<file path="config.mk">
export PLATFORM = sky130hd
export DESIGN_NAME = rob_flat
export DESIGN_NICKNAME = d
export VERILOG_FILES = /design/src/rtl/rob_pkg.sv /design/src/rtl/rob_if.sv /design/src/rtl/rob_retire_sel.sv /design/src/rtl/rob.sv /design/src/flat_wrapper.sv
export SDC_FILE = /design/constraint.sdc
export NUM_CORES = 2
export LEC_CHECK = 0
export ABC_CLOCK_PERIOD_IN_PS = 11650
export CORE_MARGIN = 5
export CORE_UTILIZATION = 25
export CTS_BUF_LIST = sky130_fd_sc_hd__clkbuf_8
export DETAILED_ROUTE_END_ITERATION = 10
export PLACE_DENSITY = 0.5
export SETUP_SLACK_MARGIN = 0.3
export SYNTH_ARGS = -nofsm -noshare
export SYNTH_HDL_FRONTEND = slang
export SYNTH_HIERARCHICAL = 1
export SYNTH_SLANG_ARGS = --single-unit
</file>
<file path="constraint.sdc">
create_clock -name i_clock -period 11.65 [get_ports i_clock]
set_input_delay 1.7475 -clock i_clock [delete_from_list [all_inputs] [get_ports i_clock]]
set_output_delay 1.7475 -clock i_clock [all_outputs]
set_load 0.1 [all_outputs]
</file>
<file path="src/rtl/rob_pkg.sv">
// Shared types for the reorder buffer: physical register tag, FSM state and entry record.
package rob_pkg;

  localparam int unsigned PHY_REG_W = 7;

  typedef logic [PHY_REG_W-1:0] phy_reg_t;

  typedef enum logic {
    NORMAL,
    REWIND
  } rob_state_e;

  typedef struct packed {
    logic     has_dst;
    phy_reg_t phy_dst;
    phy_reg_t phy_dst_old;
    logic     done;
    logic     mispredict;
  } rob_entry_t;

endpackage

</file>
<file path="src/rtl/rob_if.sv">
// Dispatch/complete/retire/rewind bundle between the rename/execute stages (master) and the ROB (slave).
interface rob_if #(
  parameter int unsigned SIZE  = 32,
  parameter int unsigned WIDTH = 2
);
  import rob_pkg::*;

  localparam int unsigned IDX_LEN = $clog2(SIZE);
  localparam int unsigned RC_LEN  = $clog2(WIDTH + 1);

  logic [WIDTH-1:0]              dispatch_valid;
  logic [WIDTH-1:0]              dispatch_has_dst;
  phy_reg_t [WIDTH-1:0]          dispatch_phy_dst;
  phy_reg_t [WIDTH-1:0]          dispatch_phy_dst_old;
  logic                          dispatch_ready;
  logic [WIDTH-1:0][IDX_LEN-1:0] dispatch_rob_idx;

  logic [WIDTH-1:0]              complete_valid;
  logic [WIDTH-1:0][IDX_LEN-1:0] complete_rob_idx;
  logic [WIDTH-1:0]              complete_mispredict;

  logic [WIDTH-1:0]              retire_valid;
  phy_reg_t [WIDTH-1:0]          retire_phy_dst_old;
  logic [RC_LEN-1:0]             retire_count;

  logic [WIDTH-1:0]              rewind_valid;
  phy_reg_t [WIDTH-1:0]          rewind_phy_dst;
  logic                          rewind_busy;

  modport master (
    output dispatch_valid, dispatch_has_dst, dispatch_phy_dst, dispatch_phy_dst_old,
    output complete_valid, complete_rob_idx, complete_mispredict,
    input  dispatch_ready, dispatch_rob_idx,
    input  retire_valid, retire_phy_dst_old, retire_count,
    input  rewind_valid, rewind_phy_dst, rewind_busy
  );

  modport slave (
    input  dispatch_valid, dispatch_has_dst, dispatch_phy_dst, dispatch_phy_dst_old,
    input  complete_valid, complete_rob_idx, complete_mispredict,
    output dispatch_ready, dispatch_rob_idx,
    output retire_valid, retire_phy_dst_old, retire_count,
    output rewind_valid, rewind_phy_dst, rewind_busy
  );

endinterface

</file>
<file path="src/rtl/rob_retire_sel.sv">
// Picks the in-order commit run from head: consecutive done entries, ending after a mispredict.
module rob_retire_sel #(
  parameter int unsigned WIDTH = 2
) (
  input  logic             i_en,
  input  logic [WIDTH-1:0] i_avail,
  input  logic [WIDTH-1:0] i_done,
  input  logic [WIDTH-1:0] i_mispredict,
  output logic [WIDTH-1:0] o_mask,
  output logic             o_mispredict
);

  logic w_run;

  always_comb begin
    o_mask       = '0;
    o_mispredict = 1'b0;
    w_run        = i_en;
    for (int i = 0; i < WIDTH; i++) begin
      if (w_run && i_avail[i] && i_done[i]) begin
        o_mask[i] = 1'b1;
        if (i_mispredict[i]) begin
          o_mispredict = 1'b1;
          w_run        = 1'b0;
        end
      end else begin
        w_run = 1'b0;
      end
    end
  end

endmodule

</file>
<file path="src/rtl/rob.sv">
// Reorder buffer: in-order commit of out-of-order completions, with tail walk-back after a mispredict.
// Define ROB_COMPLETE_BYPASS_EN to let a completion to the head entry retire in the same cycle.
module rob #(
  parameter int unsigned SIZE  = 32,
  parameter int unsigned WIDTH = 2
) (
  input logic  i_clock,
  input logic  i_reset,
  rob_if.slave rob_bus
);
  import rob_pkg::*;

  localparam int unsigned IDX_LEN = $clog2(SIZE);
  localparam int unsigned CNT_LEN = $clog2(SIZE + 1);
  localparam int unsigned RC_LEN  = $clog2(WIDTH + 1);
  localparam logic [CNT_LEN-1:0] READY_MAX = CNT_LEN'(SIZE - WIDTH);

  rob_entry_t         r_entry [SIZE];
  logic [SIZE-1:0]    r_valid;
  logic [IDX_LEN-1:0] r_head;
  logic [IDX_LEN-1:0] r_tail;
  logic [CNT_LEN-1:0] r_count;
  rob_state_e         r_state;
  rob_state_e         w_state_next;

  logic               w_ready;
  logic [RC_LEN-1:0]  w_disp_run;
  logic [RC_LEN-1:0]  w_n_acc;
  logic [RC_LEN-1:0]  w_n_ret;
  logic [RC_LEN-1:0]  w_n_rw;
  logic [IDX_LEN-1:0] w_disp_idx [WIDTH];
  logic [IDX_LEN-1:0] w_ret_idx  [WIDTH];
  logic [IDX_LEN-1:0] w_rw_idx   [WIDTH];
  logic [WIDTH-1:0]   w_avail;
  logic [WIDTH-1:0]   w_done;
  logic [WIDTH-1:0]   w_misp;
  logic [WIDTH-1:0]   w_ret_mask;
  logic [WIDTH-1:0]   w_rw_act;
  logic               w_ret_misp;
  logic [CNT_LEN-1:0] w_count_next;

  // Valid lanes pack onto consecutive slots from tail, skipping idle lanes.
  always_comb begin
    w_ready    = (r_state == NORMAL) && (r_count <= READY_MAX);
    w_disp_run = '0;
    for (int i = 0; i < WIDTH; i++) begin
      w_disp_idx[i] = r_tail + IDX_LEN'(w_disp_run);
      if (rob_bus.dispatch_valid[i]) w_disp_run = w_disp_run + RC_LEN'(1);
    end
    w_n_acc = w_ready ? w_disp_run : '0;
  end

  always_comb begin
    for (int i = 0; i < WIDTH; i++) begin
      w_ret_idx[i] = r_head + IDX_LEN'(i);
      w_avail[i]   = (CNT_LEN'(i) < r_count) && r_valid[w_ret_idx[i]];
      w_done[i]    = r_entry[w_ret_idx[i]].done;
      w_misp[i]    = r_entry[w_ret_idx[i]].mispredict;
    end
`ifdef ROB_COMPLETE_BYPASS_EN
    for (int j = 0; j < WIDTH; j++) begin
      if (rob_bus.complete_valid[j] && !rob_bus.complete_mispredict[j] &&
          (rob_bus.complete_rob_idx[j] == r_head) && (r_state == NORMAL)) begin
        w_done[0] = 1'b1;
      end
    end
`endif
  end

  rob_retire_sel #(
    .WIDTH (WIDTH)
  ) u_retire_sel (
    .i_en         (r_state == NORMAL),
    .i_avail      (w_avail),
    .i_done       (w_done),
    .i_mispredict (w_misp),
    .o_mask       (w_ret_mask),
    .o_mispredict (w_ret_misp)
  );

  // Rewind lane 0 is the youngest entry (tail - 1).
  always_comb begin
    w_n_ret = '0;
    w_n_rw  = '0;
    for (int i = 0; i < WIDTH; i++) begin
      w_rw_idx[i] = r_tail - IDX_LEN'(i + 1);
      w_rw_act[i] = (r_state == REWIND) && (CNT_LEN'(i) < r_count);
      if (w_ret_mask[i]) w_n_ret = w_n_ret + RC_LEN'(1);
      if (w_rw_act[i])   w_n_rw  = w_n_rw + RC_LEN'(1);
    end
    w_count_next = r_count + CNT_LEN'(w_n_acc) - CNT_LEN'(w_n_ret) - CNT_LEN'(w_n_rw);
  end

  always_ff @(posedge i_clock) begin
    if (i_reset) r_state <= NORMAL;
    else         r_state <= w_state_next;
  end

  always_comb begin
    w_state_next = r_state;
    case (r_state)
      NORMAL:  if (w_ret_misp) w_state_next = REWIND;
      REWIND:  if (w_count_next == '0) w_state_next = NORMAL;
      default: w_state_next = NORMAL;
    endcase
  end

  always_comb begin
    rob_bus.dispatch_ready     = !i_reset && w_ready;
    rob_bus.dispatch_rob_idx   = '0;
    rob_bus.retire_valid       = '0;
    rob_bus.retire_phy_dst_old = '0;
    rob_bus.retire_count       = i_reset ? '0 : w_n_ret;
    rob_bus.rewind_valid       = '0;
    rob_bus.rewind_phy_dst     = '0;
    rob_bus.rewind_busy        = !i_reset && (r_state == REWIND);
    if (!i_reset) begin
      for (int i = 0; i < WIDTH; i++) begin
        rob_bus.dispatch_rob_idx[i] = w_disp_idx[i];
        if (w_ret_mask[i] && r_entry[w_ret_idx[i]].has_dst) begin
          rob_bus.retire_valid[i]       = 1'b1;
          rob_bus.retire_phy_dst_old[i] = r_entry[w_ret_idx[i]].phy_dst_old;
        end
        if (w_rw_act[i] && r_entry[w_rw_idx[i]].has_dst) begin
          rob_bus.rewind_valid[i]   = 1'b1;
          rob_bus.rewind_phy_dst[i] = r_entry[w_rw_idx[i]].phy_dst;
        end
      end
    end
  end

  always_ff @(posedge i_clock) begin
    if (i_reset) begin
      r_head  <= '0;
      r_tail  <= '0;
      r_count <= '0;
      r_valid <= '0;
      for (int k = 0; k < SIZE; k++) r_entry[k] <= '0;
    end else begin
      for (int i = 0; i < WIDTH; i++) begin
        if (w_ready && rob_bus.dispatch_valid[i]) begin
          r_entry[w_disp_idx[i]] <= '{has_dst:     rob_bus.dispatch_has_dst[i],
                                      phy_dst:     rob_bus.dispatch_phy_dst[i],
                                      phy_dst_old: rob_bus.dispatch_phy_dst_old[i],
                                      done:        1'b0,
                                      mispredict:  1'b0};
          r_valid[w_disp_idx[i]] <= 1'b1;
        end
        if ((r_state == NORMAL) && rob_bus.complete_valid[i] &&
            r_valid[rob_bus.complete_rob_idx[i]]) begin
          r_entry[rob_bus.complete_rob_idx[i]].done       <= 1'b1;
          r_entry[rob_bus.complete_rob_idx[i]].mispredict <= rob_bus.complete_mispredict[i];
        end
        if (w_ret_mask[i]) r_valid[w_ret_idx[i]] <= 1'b0;
        if (w_rw_act[i])   r_valid[w_rw_idx[i]]  <= 1'b0;
      end
      r_head  <= r_head + IDX_LEN'(w_n_ret);
      r_tail  <= r_tail + IDX_LEN'(w_n_acc) - IDX_LEN'(w_n_rw);
      r_count <= w_count_next;
    end
  end

endmodule

</file>
<file path="src/flat_wrapper.sv">
// flat-port wrapper written by rule: the top's interface ports become plain ports
module rob_flat import rob_pkg::*;
#(
  parameter int unsigned SIZE  = 32,
  parameter int unsigned WIDTH = 2
)
  (i_clock, i_reset, rob_bus_dispatch_valid, rob_bus_dispatch_has_dst, rob_bus_dispatch_phy_dst, rob_bus_dispatch_phy_dst_old, rob_bus_complete_valid, rob_bus_complete_rob_idx, rob_bus_complete_mispredict, rob_bus_dispatch_ready, rob_bus_dispatch_rob_idx, rob_bus_retire_valid, rob_bus_retire_phy_dst_old, rob_bus_retire_count, rob_bus_rewind_valid, rob_bus_rewind_phy_dst, rob_bus_rewind_busy);
  rob_if #(.SIZE(SIZE), .WIDTH(WIDTH)) rob_bus_i ();
  input logic i_clock;
  input logic i_reset;
  input wire logic [$bits(rob_bus_i.dispatch_valid)-1:0] rob_bus_dispatch_valid;
  input wire logic [$bits(rob_bus_i.dispatch_has_dst)-1:0] rob_bus_dispatch_has_dst;
  input wire logic [$bits(rob_bus_i.dispatch_phy_dst)-1:0] rob_bus_dispatch_phy_dst;
  input wire logic [$bits(rob_bus_i.dispatch_phy_dst_old)-1:0] rob_bus_dispatch_phy_dst_old;
  input wire logic [$bits(rob_bus_i.complete_valid)-1:0] rob_bus_complete_valid;
  input wire logic [$bits(rob_bus_i.complete_rob_idx)-1:0] rob_bus_complete_rob_idx;
  input wire logic [$bits(rob_bus_i.complete_mispredict)-1:0] rob_bus_complete_mispredict;
  output wire logic [$bits(rob_bus_i.dispatch_ready)-1:0] rob_bus_dispatch_ready;
  output wire logic [$bits(rob_bus_i.dispatch_rob_idx)-1:0] rob_bus_dispatch_rob_idx;
  output wire logic [$bits(rob_bus_i.retire_valid)-1:0] rob_bus_retire_valid;
  output wire logic [$bits(rob_bus_i.retire_phy_dst_old)-1:0] rob_bus_retire_phy_dst_old;
  output wire logic [$bits(rob_bus_i.retire_count)-1:0] rob_bus_retire_count;
  output wire logic [$bits(rob_bus_i.rewind_valid)-1:0] rob_bus_rewind_valid;
  output wire logic [$bits(rob_bus_i.rewind_phy_dst)-1:0] rob_bus_rewind_phy_dst;
  output wire logic [$bits(rob_bus_i.rewind_busy)-1:0] rob_bus_rewind_busy;
  assign rob_bus_i.dispatch_valid = rob_bus_dispatch_valid;
  assign rob_bus_i.dispatch_has_dst = rob_bus_dispatch_has_dst;
  assign rob_bus_i.dispatch_phy_dst = rob_bus_dispatch_phy_dst;
  assign rob_bus_i.dispatch_phy_dst_old = rob_bus_dispatch_phy_dst_old;
  assign rob_bus_i.complete_valid = rob_bus_complete_valid;
  assign rob_bus_i.complete_rob_idx = rob_bus_complete_rob_idx;
  assign rob_bus_i.complete_mispredict = rob_bus_complete_mispredict;
  assign rob_bus_dispatch_ready = rob_bus_i.dispatch_ready;
  assign rob_bus_dispatch_rob_idx = rob_bus_i.dispatch_rob_idx;
  assign rob_bus_retire_valid = rob_bus_i.retire_valid;
  assign rob_bus_retire_phy_dst_old = rob_bus_i.retire_phy_dst_old;
  assign rob_bus_retire_count = rob_bus_i.retire_count;
  assign rob_bus_rewind_valid = rob_bus_i.rewind_valid;
  assign rob_bus_rewind_phy_dst = rob_bus_i.rewind_phy_dst;
  assign rob_bus_rewind_busy = rob_bus_i.rewind_busy;
  rob #(.SIZE(SIZE), .WIDTH(WIDTH)) u_core (.i_clock(i_clock), .i_reset(i_reset), .rob_bus(rob_bus_i));
endmodule
</file>
==> results by group <==
Yosys
  – Synth area leaders: edfxtp_1, mux4_2, a22o_1
  – Synth Area in XOR/XNOR: 0.00490
  – Synth Instances: approximately 3200
  – FFs w/ async S/R, synth: 0
  – Primary FF master, synth: edfxtp_1
  – Top cell type's share of synthesized area: 0.394
  – Synth Area in Compound Gates: 0.166
  – Library cells used by synthesis: slightly above 80
  – Synth area leader: edfxtp_1
  – EDFF count, synth: 512
  – Mux cell area share after synthesis: 0.220
  – Yosys warns: 6
  – Top post-synthesis cells by count: edfxtp_1, nand2_1, a22o_1, mux4_2, clkbuf_1
  – Adder-cell area share of the yosys netlist: 0.0164
  – Synthesized area: 0.0390 mm²
  – Net count after synthesis: between 3000 and 4000
  – Sequential fraction of the synthesis area: 0.435
  – Syn avg cell area: 12.1 µm²
  – Main combinational cell family by area after synthesis: multiplexers
  – FF+latch count, synth: around 590
  – Leading cell type by number of instances after synthesis: edfxtp_1
  – Synth Area in Simple Gates: 0.107

STA
  – RSZ-0062 raised after global routing: no
  – Final number of max-transition violations: 10
  – Final setup violating endpoints: 0
  – Slew headroom: -0.0781
  – Final hold violation count: 0
  – Final period util: 0.816
  – Highest clock rate: about 110 MHz
  – Clock Skews: 41.7 ps
  – Setup ws final: around 2100 ps
  – Setup TNS: 0 ps
  – Worst-Margin Slew: 1600 ps
  – Period minus WS final: around 9500 ps
  – Final hold slack: 529 ps

Critical path
  – Crit path max fanout: 20
  – Kind of critical path: flop to output pin
  – Worst R2R End: u_core/r_state$_SDFF_PP0_
  – Reg-to-reg slack, setup: roughly 4400 ps
  – Crit end category: output pin
  – CP Launch Point: u_core/r_tail[2]$_SDFF_PP0_
  – Critical path startpoint category: flop
  – Worst r2r src: u_core/r_head[0]$_SDFF_PP0_
  – CP Data Arrival Time: 7750 ps
  – Worst R2R Path Depth: 18
  – WP data required: 9900 ps

Floorplanning
  – Die X: 405 µm
  – Core outline area: about 0.16 mm²
  – Site row count: 145
  – Starting Density: 0.251
  – Die Span Y: around 410 µm
  – Full die area: 0.164 mm²
  – Ports: 94

Min path
  – Worst min-delay path class: flop to flop
  – Worst Hold End: u_core/r_entry[1][1]$_SDFFE_PP1P_
  – Hold path startpoint: u_core/r_entry[1][1]$_SDFFE_PP1P_
  – Hold path cells: 2

Routing
  – Total number of vias: 32100
  – Drt pass-1 iters: 6
  – Met3 WL: 20000 µm
  – Avg Vias per Cell: 6.05
  – WL/cell: between 30 and 40 µm
  – Met2 WL: around 74000 µm
  – Top Layer Used: met5
  – DRT met1 WL: 67000 µm
  – DR DRC count: 0
  – DRT Wirelength: around 170000 µm
  – Detail Route Antenna Nets: 0
  – DRT iter0 DRCs: about 4400

Placement
  – IO buf count: 93
  – Post-DP HPWL: 116000 µm
  – Dpl cells: 5115
  – Pre-CTS setup slack: 3150 ps
  – RD Place Congestion: around 0.93

Layout
  – Finished Layout Cells: 5298
  – Seq. cell area: 0.0170 mm²
  – Fillers: around 16000
  – Syn-to-layout area delta: 12.7%
  – Share of cells above drive strength 1: 0.225
  – Multi-input logic area: 0.0204 mm²
  – Final net count: 3256

Global route
  – Largest net degree at the start of global routing: 113
  – Grt total ovfl: 0
  – Initial antenna violation count: 8
  – GR Util All Layers: 0.200
  – Vias in the first global route: 30900
  – First-pass GRT wire length: 238000 µm

CTS
  – Hold buffer count at cts: 0
  – Root buf cell: clkbuf_8
  – Worst-Skew Late Latency: roughly 810 ps
  – CTS Sinks: 593
  – CTS tree: yes
  – Number of post-CTS setup repair buffers: 0
  – H-tree levels: 3
  – Resized cells post-CTS: 0
  – Clk buf depth: 3
  – Clock-pin slew on the worst setup and hold paths: 70 ps
  – Cts bufs inserted: just over 100

Pwr
  – Leakage power: roughly 14 nW
  – Net Sw Frac: 0.411
  – Logic gate share of total power: 0.390
  – Internal power: 0.00436 W
  – Switching power: between 0.003 and 0.004 W
  – Register share of total power: 0.364
  – PwrDens: 168 mW/mm²
  – Peak VDD IR: 0.177 mV
  – Clock Power Share: 0.246

Flow run
  – Max-Cap Viols: 3

Run status
  – Status: finished, violations left
  – Failing checks: max-capacitance violations, max-slew violations
==> layer usage <==
layer | vias to the layer above | GRT usage
met3 | 443 | 0.0605
met4 | 2 | 0.0913
met2 | 2168 | 0.297
li1 | 12900 | -
met1 | 16500 | 0.267
met5 | - | 0
==> how the worst max path moves through the flow <==
stage,to,slack (ps),cells past startpoint
detailed placement,rob_bus_rewind_phy_dst[0],3150,9
global route,rob_bus_rewind_phy_dst[0],2100,9
CTS,rob_bus_rewind_phy_dst[0],2240,9
floorplan,rob_bus_rewind_phy_dst[12],3130,4
finish,rob_bus_rewind_phy_dst[0],2150,9
global placement,rob_bus_rewind_phy_dst[0],3260,9
==> metrics by stage <==
stage	power [W]	util	instance area (µm²)
floorplan	0.00436	-	39000
global placement	0.00555	0.271	42200
detailed placement	0.00555	0.271	42200
CTS	0.00736	0.283	44000
global route	0.00763	0.283	44000
finish	0.00741	0.283	44000
==> layout make-up <==
class	count	share of cell area
diodes	8	0.000455
flip-flops and latches	593	0.387
clock inverters	68	0.00776
clock buffers	107	0.0335
well taps	2058	0.0585
repair buffers	217	0.0425
inverters	73	0.00623
multi-input cells	2174	0.464
==> power groups by stage <==
stage	sequential, W	clock [W]	combinational, W
CTS	0.00269	0.00185	0.00282
detailed placement	0.00274	0	0.00281
global route	0.00272	0.00194	0.00297
global placement	0.00273	0	0.00282
finish	0.00270	0.00183	0.00289
floorplan	0.00262	0	0.00174
==> state kept, by name (all words and copies together), names as in the netlist <==
register	flops
u_core/r_count	6
u_core/r_entry	544
u_core/r_head	5
u_core/r_valid	32
u_core/r_tail	5
u_core/r_state	1
==> placed cells by master (no fill, tap or decap), types with 41 or more instances in the layout <==
cell             Yosys  final
dfxtp_1             81     77
nand2_1            366    366
nor4_1              44     41
mux2_2              47     47
inv_1               73    111
nor2_1             124    115
clkbuf_8             0    107
clkdlybuf4s50_1      0     92
a22o_1             363    363
mux2i_1             52     52
a21oi_1             53     53
edfxtp_1           512    512
nor3_1              64     44
o21ai_0            116    116
o211ai_1            49     49
mux4_2             334    334
buf_4               26    124
o311ai_0            46     46
==> kinds of logic after synthesis <==
logic type	after synthesis
AOI/OAI and AO/OA	838
DFF	593
xor gates and xnor gates	21
and+or+nand+nor	835
buffers and inverters	455
muxes	433
adders and majority gates	47
==> critical path, cell delays in order, from the launching register on <==
cell and delay [ps]:
dfxtp_1 910, inv_1 480, ha_1 360, nor2b_1 140, o21ai_0 780, nand2_1 920, a311oi_1 470, nand4_1 770
a311oi_1 850, clkdlybuf4s50_1 1260
Note: power is estimated with default switching activity, not from simulation.
